**src/rtl/dsp_mac_sequencer.sv**
```systemverilog
// rtl/dsp_mac_sequencer.sv - job sequencer driving a DSP48A1-style slice for unsigned dot products
// Feeds operand pairs with aligned OPMODE, drains the slice pipeline, then returns P on a valid/ready port.
module dsp_mac_sequencer #(
  parameter int LEN_W     = 8,
  parameter int OPM_DELAY = 1,
  parameter int RES_LAT   = 3
) (
  input  logic             clk,
  input  logic             RST,
  input  logic             start,
  input  logic [LEN_W-1:0] len,
  input  logic             in_valid,
  output logic             in_ready,
  input  logic [17:0]      in_a,
  input  logic [17:0]      in_b,
  output logic [17:0]      dsp_A,
  output logic [17:0]      dsp_B,
  output logic [7:0]       dsp_OPMODE,
  output logic             dsp_CE,
  input  logic [47:0]      dsp_P,
  output logic             out_valid,
  input  logic             out_ready,
  output logic [47:0]      out_data,
  output logic             busy,
  output logic             done
);

  localparam int CNT_W = (RES_LAT < 2) ? 1 : $clog2(RES_LAT + 1);
  localparam logic [7:0] OPM_CLEAR = 8'h01;
  localparam logic [7:0] OPM_ACC   = 8'h09;

  typedef enum logic [1:0] {IDLE, RUN, DRAIN, HOLD} state_t;

  state_t           state, state_n;
  logic [LEN_W-1:0] remaining, remaining_n;
  logic             first, first_n;
  logic [CNT_W-1:0] drain_cnt, drain_n;
  logic [17:0]      a_n, b_n;
  logic [7:0]       opm_op;
  logic             out_valid_n, done_n;
  logic [47:0]      out_data_n;
  logic             in_hs, out_hs;

  // Stage 0 is aligned with dsp_A/dsp_B; the remaining OPM_DELAY stages make OPMODE lag them.
  logic [7:0] opm_pipe [0:OPM_DELAY];

  assign in_hs      = in_valid & in_ready;
  assign out_hs     = out_valid & out_ready;
  assign dsp_OPMODE = opm_pipe[OPM_DELAY];

  always_comb begin
    state_n     = state;
    remaining_n = remaining;
    first_n     = first;
    drain_n     = drain_cnt;
    a_n         = '0;
    b_n         = '0;
    opm_op      = 8'h00;
    out_valid_n = out_valid;
    out_data_n  = out_data;
    done_n      = 1'b0;
    case (state)
      IDLE: begin
        if (start && (len != '0)) begin
          state_n     = RUN;
          remaining_n = len;
          first_n     = 1'b1;
        end
      end
      RUN: begin
        // Bubbles before the first term also use the clearing OPMODE, so P starts from 0.
        opm_op = first ? OPM_CLEAR : OPM_ACC;
        if (in_hs) begin
          a_n         = in_a;
          b_n         = in_b;
          remaining_n = remaining - LEN_W'(1);
          first_n     = 1'b0;
          if (remaining == LEN_W'(1)) begin
            state_n = DRAIN;
            drain_n = CNT_W'(RES_LAT);
          end
        end
      end
      DRAIN: begin
        opm_op = OPM_ACC;
        if (drain_cnt == '0) begin
          out_data_n  = dsp_P;
          out_valid_n = 1'b1;
          state_n     = HOLD;
        end else begin
          drain_n = drain_cnt - CNT_W'(1);
        end
      end
      HOLD: begin
        if (out_hs) begin
          out_valid_n = 1'b0;
          done_n      = 1'b1;
          state_n     = IDLE;
        end
      end
      default: state_n = IDLE;
    endcase
  end

  always_ff @(posedge clk or posedge RST) begin
    if (RST) begin
      state     <= IDLE;
      remaining <= '0;
      first     <= 1'b0;
      drain_cnt <= '0;
      in_ready  <= 1'b0;
      dsp_A     <= '0;
      dsp_B     <= '0;
      dsp_CE    <= 1'b0;
      out_valid <= 1'b0;
      out_data  <= '0;
      busy      <= 1'b0;
      done      <= 1'b0;
      for (int i = 0; i <= OPM_DELAY; i++) opm_pipe[i] <= 8'h00;
    end else begin
      state     <= state_n;
      remaining <= remaining_n;
      first     <= first_n;
      drain_cnt <= drain_n;
      in_ready  <= (state_n == RUN);
      dsp_A     <= a_n;
      dsp_B     <= b_n;
      // Slice P must stay frozen while the result waits in HOLD.
      dsp_CE    <= (state_n == RUN) || (state_n == DRAIN);
      out_valid <= out_valid_n;
      out_data  <= out_data_n;
      busy      <= (state_n != IDLE);
      done      <= done_n;
      opm_pipe[0] <= opm_op;
      for (int i = 1; i <= OPM_DELAY; i++) opm_pipe[i] <= opm_pipe[i-1];
    end
  end

endmodule

```
**config.mk**
```make
export PLATFORM = sky130hd
export DESIGN_NAME = dsp_mac_sequencer
export DESIGN_NICKNAME = d
export VERILOG_FILES = /design/src/rtl/dsp_mac_sequencer.sv
export SDC_FILE = /design/constraint.sdc
export NUM_CORES = 1
export LEC_CHECK = 0
export CORE_ASPECT_RATIO = 1.4
export CORE_UTILIZATION = 45
export CTS_CLUSTER_SIZE = 16
export DETAILED_ROUTE_END_ITERATION = 10
export PLACE_DENSITY = 0.86
export SKIP_CTS_REPAIR_TIMING = 1
export SLEW_MARGIN = 20
export SYNTH_ARGS = -nofsm -noshare
export SYNTH_HDL_FRONTEND = slang
export SYNTH_SLANG_ARGS = --single-unit
```
**constraint.sdc**
```tcl
create_clock -name clk -period 6.41 [get_ports clk]
set_input_delay 1.282 -clock clk [delete_from_list [all_inputs] [get_ports clk]]
set_output_delay 1.282 -clock clk [all_outputs]
set_load 0.02 [all_outputs]
```
==> out/metrics.cfg <==
[synthesis]
yosys-mux-area-fraction_pct=13.7
synth.largest_area_cell=dfrtp_1
ys_ff_latch=106
synthAdderAreaFrac_pct=2.65
seq_area_frac_synth_pct=62.5
yosys_warnings=0
synth_compound_area_share_pct=6.99
synthFlopType=dfrtp_1
synthSimpleGateAreaFrac_pct=10.5
synth_cell_types=45
yosys.area_share.xor_xnor_pct=0
synthTopCellsByArea=dfrtp_1, mux2_2, and2_1
netlist_top_cells_count=dfrtp_1, mux2_2, and2_1
synth_top_family_by_area=multiplexers
synth_edf_count=0
yosysMostFrequentCell=dfrtp_1
synth_top_area_share_pct=62.5
synth_cells=314
async_flop_share_pct=100
synth.avg_cell_area_um2=13.5
netlist_area_mm2=0.00424

[floorplanning]
start_util_pct=46.7
core_area_mm2=0.00908
num_rows=41
die_height_um=117
ios=194
die_area_mm2=0.00983
die_w_um=84.1

[clocking]
cts_root_buffer=clkbuf_16
clock_sinks=106
cts_htree_levels=3
cts_tree=yes
clock_latency_ps=340
clk_pin_slew_ps=70
clk_path_buf_depth=2
cts_buffers=9

[placement]
gp_congestion=0.849
pre_cts_ws_ps=2640
hpwl_mm=6.87
port-buffer-count=187

[power]
switching_share_pct=30.4
peakVddDrop_mv=0.190
pwr-share-comb_pct=29.8
p_leak_nw=2.82
p_clk_share_pct=27.5
seqPwrFrac_pct=42.7
switchingPower_mw=0.584
internal_power_mw=1.34
powerDensity_mw_per_mm2=298
finalPower_mw=1.92

[drt]
drt_iter0_markers=115
wire_per_inst_um=15.5
vias=3040
vias_per_cell=4.99
drc=32
detail-route-antenna-nets=0
drt_wl_total_mm=9.42
dr.pass1.iters=8

[cells_and_area]
fill_cells=633
area_growth_pct=52.3
drive_gt1_share_pct=14.1
final_net_count=604
antennaDiodeCount=0

[worst_setup_path]
cp.arrival_ps=3650
critPathKind=reg -> reg
crit_required_ps=6650
end_kind=flip-flop
reg2reg_slack_ps=3000
critPathBufInv=1
worst_path_largest_cell_delay_ps=910
crit_fanout=38
crit_family=simple AND/OR/NAND/NOR gates
start_kind=flip-flop
path_cells=inv_1 -> ha_1 -> and3_1 -> o22ai_2 -> or2_2 -> a221oi_2
cpMaxStageDelayCell=and3_1

[grt]
grt_overflow=0
grt_first_pass_wirelength_mm=15.0
grt_usage_pct=19.7
grt_pass1_vias=3110
antenna_found_initial=0
grt_max_degree=62

[timing]
period_needed_ps=3410
rsz0062_at_grt=false
fin_setup_tns_ps=0
slew_violations=0
setup-violations-final=0
hold_viol=0
slew_headroom_pct=37.5
max_freq_ghz=0.293
finClkSkew_ps=6.41
period_share_pct=53.2
setup_slack_ps=3000
worst_slew_pin_slew_ps=938

[outcome]
violations=DRC
outcome=finished, violations left

[hold_path]
min_path_type=reg -> reg

[run]
max_cap_viol_count=0

==> flip-flops by register name, summed over array words and instances (netlist names), 2 cells and up <==
name / cells
drain_cnt: 2
out_data: 48
dsp_A: 18
state: 2
opm_pipe: 2
dsp_OPMODE: 2
remaining: 8
dsp_B: 18
==> logic make-up after synthesis <==
kind of cell / after synthesis
AO/OA/AOI/OAI: 37
multiplexers: 52
flip-flops: 106
adder cells (fa/ha/maj): 9
buffers and inverters: 32
AND/OR/NAND/NOR: 77
other: 1
==> power groups by stage <==
stage / Sequential [mW] / Clock (mW) / Combinational, mW
after floorplan: 0.888 / 0 / 0.274
after global placement: 0.828 / 0 / 0.557
after detailed placement: 0.831 / 0 / 0.570
after CTS: 0.821 / 0.545 / 0.575
after global routing: 0.832 / 0.571 / 0.622
final: 0.822 / 0.529 / 0.573
==> cells in the final DEF (no fill, tap or decap), types with 4 or more instances in the layout <==
master / count
mux2i_1: 4
mux2_2: 48
nor2b_1: 5
a211oi_1: 4
o21ai_0: 4
nor3_1: 4
dfrtp_1: 106
inv_1: 11
a21oi_1: 4
clkdlybuf4s50_1: 187
ha_1: 9
nand2_1: 10
conb_1: 6
clkbuf_16: 9
and2_1: 36
nor2_1: 7
==> area by class of cell <==
| type | instances | area (µm²) | area share (%) |
|---|---|---|---|
| Multi-Input combinational cell | 181 | 1470 | 22.7 |
| Sequential cell | 106 | 2650 | 41.0 |
| Inverter | 12 | 47.5 | 0.735 |
| Clock inverter | 5 | 56.3 | 0.871 |
| Tap cell | 107 | 134 | 2.07 |
| Clock buffer | 10 | 229 | 3.54 |
| Timing Repair Buffer | 188 | 1880 | 29.1 |
==> final timing paths <==
check                                 to  cells past startpoint    startpoint
hold reg to reg            dsp_OPMODE[3]                      0  opm_pipe[11]
setup reg to reg            remaining[7]                      6      state[1]
max in group asynchronous      dsp_B[14]                      3           RST
setup / recovery            remaining[7]                      6      state[1]
min in group asynchronous   out_data[40]                      2           RST
hold / removal             dsp_OPMODE[3]                      0  opm_pipe[11]
==> through the flow <==
stage / util, % / hold WS, ps / instances / instance area (µm²)
finish: 71.2 / 355 / 609 / 6460
global route: 71.2 / 364 / 609 / 6460
CTS: 71.1 / 355 / 609 / 6460
detailed placement: 68.0 / 342 / 594 / 6170
global placement: 68.0 / 333 / 594 / 6170
floorplan: - / 331 / 319 / 4260
==> layer usage <==
layer  vias up  part of all wire [%]  track usage, %
met5         -                     0               0
met2       151                    51            33.4
met1      1438                    38            23.0
met4         0                   2.8            10.6
li1       1430                     -               -
met3        21                   8.6            5.40
(Power assumes the default switching activity.)
